==> src/rtl/mlp_seq_classifier.sv <==
// Two-layer perceptron classifier built around one shared multiply-accumulate unit.
// Weights are streamed from a writable register file, one term per clock cycle.
module mlp_seq_classifier #(
  parameter int N_IN  = 8,
  parameter int N_HID = 4,
  parameter int N_CLS = 10,
  parameter int WW    = 6,
  parameter int HW    = 8,
  parameter int AW    = 16,
  localparam int NW1  = N_HID * (N_IN + 1),
  localparam int NW   = NW1 + N_CLS * (N_HID + 1),
  localparam int ADW  = $clog2(NW),
  localparam int CW   = $clog2(N_CLS)
) (
  input  logic                 clk,
  input  logic                 rst,
  input  logic                 start,
  input  logic [N_IN-1:0]      x,
  input  logic                 relu_en,
  input  logic                 wr_en,
  input  logic [ADW-1:0]       wr_addr,
  input  logic signed [WW-1:0] wr_data,
  output logic                 busy,
  output logic                 done,
  output logic [CW-1:0]        class_out,
  output logic signed [AW-1:0] score_out
);

  localparam int SMAX = (N_IN > N_HID) ? N_IN : N_HID;
  localparam int GMAX = (N_HID > N_CLS) ? N_HID : N_CLS;
  localparam int SW   = $clog2(SMAX + 1);
  localparam int GW   = $clog2(GMAX);
  localparam int XIW  = $clog2(N_IN);
  localparam int HIW  = $clog2(N_HID);

  localparam logic [SW-1:0] SUB_L1_LAST = SW'(N_IN);
  localparam logic [SW-1:0] SUB_L2_LAST = SW'(N_HID);
  localparam logic [GW-1:0] GRP_L1_LAST = GW'(N_HID - 1);
  localparam logic [GW-1:0] GRP_L2_LAST = GW'(N_CLS - 1);
  localparam logic signed [AW-1:0] H_MAX = AW'((2 ** (HW - 1)) - 1);
  localparam logic signed [AW-1:0] H_MIN = -H_MAX - AW'(1);

  typedef enum logic [1:0] {IDLE, L1, L2} state_t;

  state_t                state;
  logic signed [WW-1:0]  w_mem [NW];
  logic signed [HW-1:0]  h_reg [N_HID];
  logic [N_IN-1:0]       x_lat;
  logic                  relu_lat;
  logic [ADW-1:0]        idx;
  logic [SW-1:0]         sub;
  logic [GW-1:0]         grp;
  logic signed [AW-1:0]  acc;
  logic signed [AW-1:0]  best;
  logic [CW-1:0]         best_cls;

  logic signed [WW-1:0]  w_cur;
  logic signed [AW-1:0]  w_ext;
  logic signed [AW-1:0]  h_ext;
  logic signed [AW-1:0]  term;
  logic signed [AW-1:0]  sum;
  logic signed [AW-1:0]  act;
  logic signed [HW-1:0]  h_new;
  logic                  better;

  // One MAC term per cycle: the weight at idx scaled by its input or hidden value.
  always_comb begin
    w_cur  = w_mem[idx];
    w_ext  = {{(AW-WW){w_cur[WW-1]}}, w_cur};
    h_ext  = {{(AW-HW){h_reg[sub[HIW-1:0]][HW-1]}}, h_reg[sub[HIW-1:0]]};
    term   = '0;
    if (state == L1) begin
      if (sub == SUB_L1_LAST || x_lat[sub[XIW-1:0]]) term = w_ext;
    end else if (state == L2) begin
      if (sub == SUB_L2_LAST) term = w_ext;
      else                    term = w_ext * h_ext;
    end
    sum    = acc + term;
    act    = (relu_lat && sum < 0) ? '0 : sum;
    if (act > H_MAX)      h_new = H_MAX[HW-1:0];
    else if (act < H_MIN) h_new = H_MIN[HW-1:0];
    else                  h_new = act[HW-1:0];
    better = (grp == '0) || (sum > best);
  end

  always_ff @(posedge clk) begin
    if (rst) begin
      state     <= IDLE;
      busy      <= 1'b0;
      done      <= 1'b0;
      class_out <= '0;
      score_out <= '0;
      x_lat     <= '0;
      relu_lat  <= 1'b0;
      idx       <= '0;
      sub       <= '0;
      grp       <= '0;
      acc       <= '0;
      best      <= '0;
      best_cls  <= '0;
      for (int i = 0; i < NW; i++)    w_mem[i] <= '0;
      for (int j = 0; j < N_HID; j++) h_reg[j] <= '0;
    end else begin
      done <= 1'b0;
      case (state)
        IDLE: begin
          if (wr_en && 32'(wr_addr) < NW) w_mem[wr_addr] <= wr_data;
          if (start) begin
            state    <= L1;
            busy     <= 1'b1;
            x_lat    <= x;
            relu_lat <= relu_en;
            idx      <= '0;
            sub      <= '0;
            grp      <= '0;
            acc      <= '0;
          end
        end
        L1: begin
          idx <= idx + ADW'(1);
          if (sub == SUB_L1_LAST) begin
            h_reg[grp[HIW-1:0]] <= h_new;
            acc <= '0;
            sub <= '0;
            if (grp == GRP_L1_LAST) begin
              grp   <= '0;
              state <= L2;
            end else begin
              grp <= grp + GW'(1);
            end
          end else begin
            acc <= sum;
            sub <= sub + SW'(1);
          end
        end
        L2: begin
          idx <= idx + ADW'(1);
          if (sub == SUB_L2_LAST) begin
            acc <= '0;
            sub <= '0;
            if (better) begin
              best     <= sum;
              best_cls <= grp[CW-1:0];
            end
            if (grp == GRP_L2_LAST) begin
              // Final class: publish the post-compare winner directly.
              class_out <= better ? grp[CW-1:0] : best_cls;
              score_out <= better ? sum : best;
              done      <= 1'b1;
              busy      <= 1'b0;
              idx       <= '0;
              grp       <= '0;
              state     <= IDLE;
            end else begin
              grp <= grp + GW'(1);
            end
          end else begin
            acc <= sum;
            sub <= sub + SW'(1);
          end
        end
        default: begin
          state <= IDLE;
          busy  <= 1'b0;
        end
      endcase
    end
  end

endmodule
==> config.mk <==
export PLATFORM = sky130hd
export DESIGN_NAME = mlp_seq_classifier
export DESIGN_NICKNAME = d
export VERILOG_FILES = /design/src/rtl/mlp_seq_classifier.sv
export SDC_FILE = /design/constraint.sdc
export NUM_CORES = 1
export LEC_CHECK = 0
export ABC_AREA = 0
export CAP_MARGIN = 10
export CORE_ASPECT_RATIO = 2
export CORE_MARGIN = 5
export CORE_UTILIZATION = 35
export DETAILED_ROUTE_END_ITERATION = 12
export GPL_ROUTABILITY_DRIVEN = 0
export SYNTH_ARGS = -nofsm -noshare
export SYNTH_HDL_FRONTEND = slang
export SYNTH_SLANG_ARGS = --single-unit
export TNS_END_PERCENT = 10
==> constraint.sdc <==
create_clock -name clk -period 11.35 [get_ports clk]
set_input_delay 1.135 -clock clk [delete_from_list [all_inputs] [get_ports clk]]
set_output_delay 1.135 -clock clk [all_outputs]
set_load 0.01 [all_outputs]
Word-level counts from Yosys, hierarchy flattened

Memories as Yosys holds them, arrays and structs flattened. A register that Yosys moved wholly into a read port is not among the register bits.
Index checks and enable logic that the tools add are counted.

Output and inout port bits: 22
Memories kept: 2
Memory bits (writable): 548
Input port bits: 26
Register bits after elaboration: 84

Memories:

| name  | words | width | read ports | clocked after Yosys merged registers in | wr ports | line | source |
|---|---|---|---|---|---|---|---|
| w_mem | 86    | 6     | 1          | 1                                       | 86       | 46   | `logic signed [WW-1:0] w_mem [NW];` |
| h_reg | 4     | 8     | 1          | 1                                       | 4        | 47   | `logic signed [HW-1:0] h_reg [N_HID];` |

Magnitude comparators: 6
Reduce and logical (&&, ||, !) cells: 17
Bitwise gates (word level): 3
Add/sub/neg operators: 4
Muxes and demuxes: 59
Multipliers: 1
Equality and inequality tests: 11

Operator list:

| kind                                                                              | count |
|---|---|
| 16-bit 2-to-1 mux                                                                 | 9 |
| 16-bit one-hot mux with 3 select lines                                            | 1 |
| 7-bit 2-to-1 mux                                                                  | 6 |
| 4-bit 2-to-1 mux                                                                  | 8 |
| 8-bit 2-to-1 mux                                                                  | 3 |
| 4-bit one-hot mux with 3 select lines                                             | 2 |
| 7-bit one-hot mux with 3 select lines                                             | 1 |
| 1-bit 2-to-1 mux                                                                  | 17 |
| 16-bit adder                                                                      | 1 |
| 16-bit greater-than comparator                                                    | 1 |
| 16-bit by 8-bit greater-than comparator with 1-bit output (second input constant) | 1 |
| 16-bit by 1-bit < comparator with 1-bit output (second input constant)            | 1 |
| 16-bit by 8-bit < comparator with 1-bit output (second input constant)            | 1 |
| 2-bit 2-to-1 mux                                                                  | 8 |
| 6-bit by 8-bit multiplier with 14-bit output                                      | 1 |
| 4-bit by 1-bit adder with 4-bit output (second input constant)                    | 2 |
| 4-bit equality test (second input constant)                                       | 2 |
| 2-bit by 1-bit != test with 1-bit output (second input constant)                  | 4 |
| 4-bit AND reduction                                                               | 2 |
| 8-bit OR reduction                                                                | 1 |
| 7-bit by 1-bit adder with 7-bit output (second input constant)                    | 1 |
| 7-bit < comparator (second input constant)                                        | 1 |
| 6-bit 2-to-1 mux                                                                  | 1 |
| 2-bit one-hot mux with 3 select lines                                             | 1 |
| other kinds (19)                                                                  | 25 |

Depth between registers and ports, before layout

Gate-level depths: netlist (run 1).

Depth in word-level cells: 13
Depth in mapped cells: 49

Worst setup path after synthesis (run 1)

OpenSTA, ideal clock, no wires.

Path type: register -> register
From: register (tool-made name)
To: register best[0]
Stages on the path, launching flop included: 46
Clock period less this slack: 10348 ps
Data required time: 11222 ps
Data arrival time: 10220 ps
Path buffers: 6
Setup slack: 1002 ps
Library setup time: 128 ps
Path through: dfxtp_1 > buf_2 > buf_2 > buf_2 > buf_1 > mux4_2 > mux4_2 > mux2i_4 > nor2_1 > fa_1 > inv_1 > fa_1 > inv_1 > fa_1 > fa_1 > inv_1 > fa_1 > nor2b_1 > (+10 left out) > nor3_1 > a21oi_1 > o41ai_1 > xnor2_1 > xnor2_1 > buf_2 > inv_1 > ha_1 > nand4_1 > nor2_1 > and4_1 > nand4_1 > o21ai_0 > a2bb2oi_1 > nor2_1 > buf_1 > mux2i_1 > nor2_1

RTL lines:

| item                 | line | source |
|---|---|---|
| end signal, assigned | 142  | `best <= sum;` |
| end, declared        | 54   | `logic signed [AW-1:0] best;` |

==> results.ini, run 1 <==
[yosys]
ys_warn_count = 0
synth_ff_type = edfxtp_1
netlist_area_sq_um = 41300
yosysSeqAreaShare = 0.627
synth_cell_types = 70
syn_inst = 2874
synth_edf_count = 800
postSynth.asyncResetShare = 0
avgSynthCellArea_sq_um = 14.4
ys_ff_latch = 893

[routing]
drc = 0
avgRoutedWirePerCell_um = 23.4
routed_via_density = 5.18
drt_wl_total_um = 111000
drt_iter0_drc = 1941
vias = 24561
ant_nets = 0
dr.pass1.iters = 8

[timing]
layout_min_cycle_time_ps = 10580
post-route-period-util = 0.932
finalMaxSlewViolations = 0
final-hold-violation-count = 0
fmax_mhz = 94.5
rsz0062_at_grt = false
final.setup.tns_ps = 0
worst_slew_pin_slew_ps = 1190
finalClockSkew_ps = 24.4
setup_violations = 0
maxSlewHeadroom = 0.204

[finish]
fill_cells = 10892
syn_to_final_growth_pct = 13.8
fin_util = 0.401
largest_reg_flops = 768
drive_gt1_frac = 0.157
finalInstanceArea_sq_um = 47000
final_nets = 3271
instances_no_fill = 4741

[global_route]
grt_pass1_vias = 26048
antenna_found_initial = 4
grtUsageTotal = 0.176
grt_max_degree = 87
grt-ovfl-total = 0
grt_pass1_wl_um = 165000

[worst_hold_path]
hold_start = x_lat[3]
whs_path_depth = 2
holdPathEnd = x_lat[3]
hold_path.class = reg -> reg

[floorplanning]
core_sq_um = 117000
die_x_um = 253
start_util = 0.352
boundaryPins = 48
dieArea_sq_um = 125000
rows = 178
die_h_um = 496

[place]
place_inst = 4594
hpwl_um = 75400
io_buffers = 47
placement.cell_area_sq_um = 44600

[clock_tree]
hold_buffers = 0
clkTransAtPathRegs_ps = 70
cts_htree_levels = 3
cts_tree = yes
clock_path_buffers = 3
cts_setup_buffers = 0
cts_resized = 0
numClockSinks = 893
clk_latency_ps = 680
root_buffer = clkbuf_16
cts_made_buffers = 78

[setup_path]
critPathMaxFanout = 52
worst_ep_arrival_time_ps = 11120
cp.required_ps = 11890
cp_slowest_cell = mux4_2
r2r_cells = 42
critical-path-max-stage-delay_ps = 570
cp_num_buf_inv = 6
cp_common_cell = fa_1
worstReg2RegEnd = score_out[13]
start_kind = register
cp-end-kind = register
r2r_slack_ps = 770
crit_family = adder cells
path_class = reg -> reg

[pwr]
p_per_area_nw_per_um2 = 170
p_leak_nw = 16.2
vdd_ir_drop_max_mv = 0.209
power.total_mw = 7.97

[run_status]
outcome = completed

[job]
maxCapViolations = 0

-- logic make-up (layout without fill, tap and decap cells) --
group	count (synthesis)	after routing	synth area share
AO/OA/AOI/OAI	296	296	0.0468
flip-flops	893	893	0.627
XOR/XNOR	27	27	0.00573
AND/OR/NAND/NOR	990	990	0.107
other	1	256	0.0000908
multiplexers	310	310	0.150
buffers and inverters	256	338	0.0266
adder cells (fa/ha/maj)	101	101	0.0370
-- metal layers --
| metal | GRT usage | routed length, um |
|---|---|---|
| met4 | 0.0918 | 6340 |
| met2 | 0.346 | 63600 |
| met1 | 0.175 | 36000 |
| met5 | 0 | 13 |
| met3 | 0.0261 | 5180 |
-- worst max-delay path by stage --
stage	endpoint	start	slack [ps]	cells after the start
floorplan	best[0]	register	1000	45
global placement	score_out[13]	register	870	40
detailed placement	score_out[13]	register	860	42
CTS	score_out[13]	register	830	42
global route	score_out[13]	register	80	43
finish	score_out[13]	register	770	42
-- final cells by class --
cell class,instances,area [sq um],share of cell area
Multi-Input combinational cell,1976,15300,0.326
Sequential cell,893,25900,0.551
Antenna cell,4,10.0,0.000213
Clock inverter,41,272,0.00578
Clock buffer,102,2130,0.0452
Timing Repair Buffer,129,1230,0.0262
Tap cell,1530,1910,0.0407
Inverter,66,248,0.00527
-- synthesized netlist by cell type, types with 4 or more instances --
master | instances | share of area
edfxtp_1 | 800 | 0.58
nor2_1 | 565 | 0.051
mux4_2 | 236 | 0.13
clkbuf_1 | 134 | 0.012
nand2_1 | 131 | 0.012
and2_1 | 125 | 0.019
dfxtp_1 | 93 | 0.045
a21o_1 | 77 | 0.014
ha_1 | 66 | 0.020
inv_1 | 65 | 0.0059
a21oi_1 | 60 | 0.0073
o21ai_0 | 54 | 0.0065
mux2i_1 | 46 | 0.011
fa_1 | 35 | 0.017
nor2b_1 | 30 | 0.0045
nor3_1 | 29 | 0.0035
or2_2 | 26 | 0.0039
o22ai_1 | 25 | 0.0038
a211oi_1 | 23 | 0.0042
nand3_1 | 21 | 0.0025
buf_1 | 20 | 0.0018
mux2_2 | 20 | 0.0055
nand2b_1 | 20 | 0.0030
buf_2 | 19 | 0.0023
xor2_1 | 14 | 0.0030
a22oi_1 | 13 | 0.0024
xnor2_1 | 13 | 0.0028
or3_1 | 10 | 0.0015
buf_6 | 9 | 0.0025
nand4_1 | 7 | 0.0011
buf_4 | 6 | 0.0011
mux2i_4 | 5 | 0.0027
nor4_1 | 5 | 0.00076
o21a_1 | 5 | 0.00091
a21boi_0 | 4 | 0.00073
a31oi_1 | 4 | 0.00061
and3_1 | 4 | 0.00061
nand3b_1 | 4 | 0.00073
o21bai_1 | 4 | 0.00073
-- stage by stage --
step | hold WS [ps] | worst slack, ps
detailed placement | 450 | 857
floorplan | 433 | 1000
global placement | 444 | 873
global route | 486 | 80.5
CTS | 461 | 830
finish | 460 | 768
-- cell usage in the layout, fill, tap and decap left out, types with 20 or more instances in the layout --
cell             count
fa_1                35
buf_4               68
o21ai_0             54
a211oi_1            23
mux2i_1             46
inv_1               65
nand3_1             21
a21o_1              77
dfxtp_1             88
a21oi_1             60
and2_1             125
clkbuf_1            20
nand2_1            127
edfxtp_1           800
clkbuf_16           82
conb_1             252
clkdlybuf4s50_1     40
ha_1                66
nor2b_1             30
or2_2               26
mux2_2              20
nand2b_1            20
nor2_1             563
mux4_2             236
o22ai_1             25
nor3_1              27
-- worst min-delay path, delay by kind of cell (launching register included) --
| family | cells | cell delay [ps] |
|---|---|---|
| flops | 1 | 310 |
| simple gates | 1 | 50 |
| compound gates | 1 | 50 |
-- where the power goes --
| group | internal [mW] | leakage (nW) | switching, mW | total [mW] |
|---|---|---|---|---|
| combinational | 0.646 | 6.17 | 0.941 | 1.59 |
| sequential | 3.74 | 8.88 | 0.0642 | 3.80 |
| clock | 1.37 | 1.17 | 1.21 | 2.59 |
(Power assumes the default switching activity.)
==> run 2: changes to the inputs <==
- CORE_UTILIZATION: 35 -> 44
- CTS_BUF_LIST: not set -> sky130_fd_sc_hd__clkbuf_4 sky130_fd_sc_hd__clkbuf_8
- GPL_TIMING_DRIVEN: not set -> 0
==> results.ini, run 2 (synthesis gave the netlist of run 1 again) <==
[run_status]
outcome = completed

[timing]
layout_min_cycle_time_ps = 10920
maxSlewHeadroom = 0.0214
setup_violations = 0
finalClockSkew_ps = 54.1
worst_slew_pin_slew_ps = 1470
final-hold-violation-count = 0
finalMaxSlewViolations = 0
post-route-period-util = 0.962
fmax_mhz = 91.6

[global_route]
grt_pass1_wl_um = 182000
grtUsageTotal = 0.253
antenna_found_initial = 4
grt_max_degree = 47
grt_pass1_vias = 26532
grt-ovfl-total = 0

[finish]
final_cell_mix = edfxtp_1 (800), nor2_1 (562), conb_1 (252), mux4_2 (236), clkbuf_8 (137)
largest_reg_flops = 768
syn_to_final_growth_pct = 15.9
final_nets = 3498
final_common_cell = edfxtp_1
instances_no_fill = 4667
finalInstanceArea_sq_um = 47900
drive_gt1_frac = 0.184

[routing]
drt_iter0_drc = 3347
drt_wl_total_um = 129000
drc = 0
avgRoutedWirePerCell_um = 27.7
ant_nets = 0
dr.pass1.iters = 7
vias = 27059
routed_via_density = 5.80

[worst_hold_path]
hold_path.class = reg -> reg

[clock_tree]
cts_tree = yes
root_buffer = clkbuf_8
numClockSinks = 893
clock_path_buffers = 3
cts_htree_levels = 4
clk_latency_ps = 850
clkTransAtPathRegs_ps = 70
cts_made_buffers = 132

[setup_path]
critical-path-max-stage-delay_ps = 610
worst_ep_arrival_time_ps = 11630
cp.required_ps = 12060
cp_common_cell = fa_1
path_class = reg -> reg
cp_slowest_cell = mux4_2
start_kind = register
cp-end-kind = register
critPathMaxFanout = 10

[pwr]
vdd_ir_drop_max_mv = 0.146
p_per_area_nw_per_um2 = 174
p_leak_nw = 16.9
power.total_mw = 8.34

[place]
placement.cell_area_sq_um = 44300
place_inst = 4384
io_buffers = 44
hpwl_um = 88700

[floorplanning]
die_h_um = 443
boundaryPins = 48
core_sq_um = 93500
dieArea_sq_um = 100000
die_x_um = 227
rows = 159
start_util = 0.442

[job]
maxCapViolations = 0

==> run 2: worst paths after layout <==
check / slack (ps) / endpoint / cells after the start / start
worst min register to register: 460 / x_lat[5] / 2 / x_lat[5]
worst max-delay path: 430 / score_out[13] / 44 / register
worst min-delay path: 460 / x_lat[5] / 2 / x_lat[5]
worst max register to register: 430 / score_out[13] / 44 / register
==> run 2: layout make-up <==
cell class,instances,area [sq um]
Multi-Input combinational cell,1976,15300
Sequential cell,893,25900
Timing Repair Buffer,113,1140
Fill cell,8083,45600
Antenna cell,1,2.50
Clock inverter,52,399
Buffer,189,1220
Tap cell,1207,1510
Inverter,66,248
Clock buffer,170,2130
==> run 2: through the flow <==
stage	utilization	TNS, ps	setup WS (ps)	hold WS [ps]
6_report	0.512	0	429	460
5_1_grt	0.512	-615	-73.0	485
4_1_cts	0.504	0	12.9	458
3_5_place_dp	0.474	-68740	-1860	449
3_3_place_gp	0.473	-91100	-2200	439
2_1_floorplan	-	0	1000	433
==> run 2: power breakdown <==
group / switching (mW) / internal (mW) / total (mW)
Combinational: 1.15 / 0.798 / 1.94
Clock: 1.26 / 1.34 / 2.61
Sequential: 0.0524 / 3.74 / 3.79
Total: 2.46 / 5.88 / 8.34
==> run 2: metal layers <==
layer | track usage | share of wire | up-vias
met3 | 0.0645 | 0.11 | 365
met2 | 0.392 | 0.46 | 1649
li1 | - | - | 11447
met1 | 0.335 | 0.37 | 13596
met4 | 0.122 | 0.061 | 2
met5 | 0.00347 | 0.00010 | -
==> run 2: timing repair <==
item,in CTS,in global routing
buffers inserted,10,45
endpoints found under the setup margin,67,40
pin swaps,1,13
hold buffers,0,0
resized for setup,63,84
gates cloned,0,4
==> run 2: critical path: cells and delay by family (launching register included) <==
kind	cells	cell delay, ps
adder cells (fa/ha/maj)	7	2900
multiplexers	6	2530
AO/OA/AOI/OAI	12	2190
AND/OR/NAND/NOR	8	1300
buffers and inverters	9	1100
flip-flops	1	360
XOR/XNOR	2	340
==> RTL change, RTL diff (settings of run 1) <==
Set the parameter `N_IN` to 4 (it was 8).
--- a/src/rtl/mlp_seq_classifier.sv
+++ b/src/rtl/mlp_seq_classifier.sv
@@ -1,7 +1,7 @@
 // Two-layer perceptron classifier built around one shared multiply-accumulate unit.
 // Weights are streamed from a writable register file, one term per clock cycle.
 module mlp_seq_classifier #(
-  parameter int N_IN  = 8,
+  parameter int N_IN  = 4,
   parameter int N_HID = 4,
   parameter int N_CLS = 10,
   parameter int WW    = 6,
Ports: changed (resized x); port bits go from 48 to 44. The function was not compared with the original's and may differ.
==> RTL change against run 1 <==
- setup slack got worse by 0.25 ns
- sequential cell count decreased by 5
- hold slack got worse by 0.0017 ns
- area after synthesis decreased by 1.3%
- design area decreased by 0.34%
- wire length decreased by 11%
- highest routed layer is now met4
Power is not compared: it rests on default switching activity, and its combinational part moved more than twofold at a synthesized area within 25%.
==> RTL change: results (changes against run 1) <==
<table>
<tr><th>Metric</th><th>Value</th></tr>
<tr><th colspan="2">Outcome</th></tr>
<tr><td>Result of the run</td><td>completed</td></tr>
<tr><th colspan="2">Setup path</th></tr>
<tr><td>Slowest stage cell on the critical path</td><td>sky130_fd_sc_hd__dfxtp_4</td></tr>
<tr><td>Data arrival time of the critical path</td><td>11.33 ns (+0.21 ns)</td></tr>
<tr><td>Internal reg-to-reg setup slack</td><td>0.51 ns (-0.25 ns)</td></tr>
<tr><td>Endpoint of the most critical setup path</td><td>score_out[6]$_SDFFE_PP0P_</td></tr>
<tr><td>Delay of the slowest critical-path stage</td><td>0.62 ns (+0.05 ns)</td></tr>
<tr><th colspan="2">Placement</th></tr>
<tr><td>Number of I/O port buffers</td><td>43 (-8.5%)</td></tr>
<tr><td>Placed standard-cell area</td><td>44,500 um2 (-0.29%)</td></tr>
<tr><td>Placed wire-length estimate</td><td>70.2 mm (-6.9%)</td></tr>
<tr><th colspan="2">Synthesis</th></tr>
<tr><td>Most area-consuming cells after synthesis</td><td>sky130_fd_sc_hd__edfxtp_1 (59%), sky130_fd_sc_hd__mux4_2 (13%), sky130_fd_sc_hd__and2_1 (6.6%), sky130_fd_sc_hd__dfxtp_1 (4.3%), sky130_fd_sc_hd__ha_1 (2.0%)</td></tr>
<tr><td>Seq/Total Area, Yosys</td><td>0.632 (+0.00561)</td></tr>
<tr><td>Number of unique standard cell types used by synthesis</td><td>67 (-4.3%)</td></tr>
<tr><td>Leading cell types by count after synthesis</td><td>sky130_fd_sc_hd__edfxtp_1 (800), sky130_fd_sc_hd__and2_1 (433), sky130_fd_sc_hd__mux4_2 (238)</td></tr>
<tr><th colspan="2">Global routing</th></tr>
<tr><td>Maximum number of pins on one net before global-route repair</td><td>108 (+24%)</td></tr>
<tr><td>Antenna violations before repair</td><td>1 (-3)</td></tr>
<tr><td>Global-route wire length before repair</td><td>149 mm (-9.3%)</td></tr>
<tr><td>Overall track demand over capacity in global routing</td><td>0.160 (-0.0159)</td></tr>
<tr><th colspan="2">Detailed routing</th></tr>
<tr><td>Routed wire length</td><td>98.6 mm (-11%)</td></tr>
<tr><td>First-pass detailed-route iteration total</td><td>5 (-3)</td></tr>
<tr><td>Via total after detailed routing</td><td>22,332 (-9.1%)</td></tr>
<tr><td>Iteration-0 DRC Markers</td><td>1,188 (-39%)</td></tr>
<tr><th colspan="2">STA</th></tr>
<tr><td>Skew final</td><td>0.0307 ns (+0.00631 ns)</td></tr>
<tr><td>Normalized max-slew margin</td><td>0.298 (+0.0934)</td></tr>
<tr><td>Post-route clock period utilization</td><td>0.955 (+0.0223)</td></tr>
<tr><th colspan="2">CTS</th></tr>
<tr><td>Clock latency of the later-clocked register in the worst-skew pair</td><td>0.65 ns (-0.03 ns)</td></tr>
<tr><td>Number of buffers created by CTS</td><td>77 (-1.3%)</td></tr>
</table>
RTL change: how the worst min path moves through the flow:
stage,startpoint,to,slack [ns],cells past startpoint
global route,best_cls[2]$_SDFFE_PP0P_,best_cls[2]$_SDFFE_PP0P_,0.48,2
global placement,x_lat[2]$_SDFFE_PP0P_,x_lat[2]$_SDFFE_PP0P_,0.45,2
detailed placement,x_lat[2]$_SDFFE_PP0P_,x_lat[2]$_SDFFE_PP0P_,0.45,2
finish,x_lat[2]$_SDFFE_PP0P_,x_lat[2]$_SDFFE_PP0P_,0.46,2
CTS,x_lat[2]$_SDFFE_PP0P_,x_lat[2]$_SDFFE_PP0P_,0.46,2
floorplan,x_lat[2]$_SDFFE_PP0P_,x_lat[2]$_SDFFE_PP0P_,0.43,2
RTL change: tightest hold or removal path, delay by kind of cell (launching register included):
kind / cells / cell delay [ns]
AOI/OAI and AO/OA: 1 / 0.05
DFF: 1 / 0.31
and+or+nand+nor: 1 / 0.05
RTL change: cells by family (layout without fill, tap and decap cells):
| logic type | after synthesis | in the layout | synth area share |
|---|---|---|---|
| adders and majority gates | 101 | 101 | 0.0374 |
| and+or+nand+nor | 888 | 888 | 0.119 |
| buffers and inverters | 210 | 318 | 0.0207 |
| muxes | 319 | 319 | 0.152 |
| DFF | 888 | 888 | 0.632 |
| other | 1 | 350 | 0.0000920 |
| xor gates and xnor gates | 28 | 28 | 0.00638 |
| AOI/OAI and AO/OA | 201 | 201 | 0.0322 |
RTL change: routing by layer:
metal  share of wire  GRT usage  vias to the layer above
met2            0.59      0.323                      444
met3           0.031     0.0211                      194
met1            0.32      0.153                    11364
met4           0.059     0.0842                        0
met5               0          0                        -
li1                -          -                    10330
RTL change: through the flow:
| step | utilization | cells | power [W] |
|---|---|---|---|
| 2_1_floorplan | - | 2983 | 0.00434 |
| 3_3_place_gp | 0.383 | 4477 | 0.00460 |
| 3_5_place_dp | 0.383 | 4477 | 0.00461 |
| 4_1_cts | 0.404 | 4612 | 0.00717 |
| 5_1_grt | 0.404 | 4613 | 0.00737 |
| 6_report | 0.404 | 4614 | 0.00709 |
RTL change: where the power goes:
group	internal, W	switching, W
Combinational	0.000304	0.000439
Sequential	0.00373	0.0000551
Clock	0.00138	0.00118
Total	0.00541	0.00168
RTL change: layout make-up:
class                      count  share of cell area
inverter                      70             0.00566
timing repair buffer         113              0.0224
clock buffer                 100              0.0450
clock inverter                35             0.00558
sequential                   888               0.551
multi-input combinational   1885               0.330
tap                         1521              0.0406
antenna                        2            0.000107
RTL change: repair_timing:
action,4_1_cts,5_1_grt
resized for setup,0,2
setup endpoints to repair,0,39
endpoints found under the hold margin,0,0
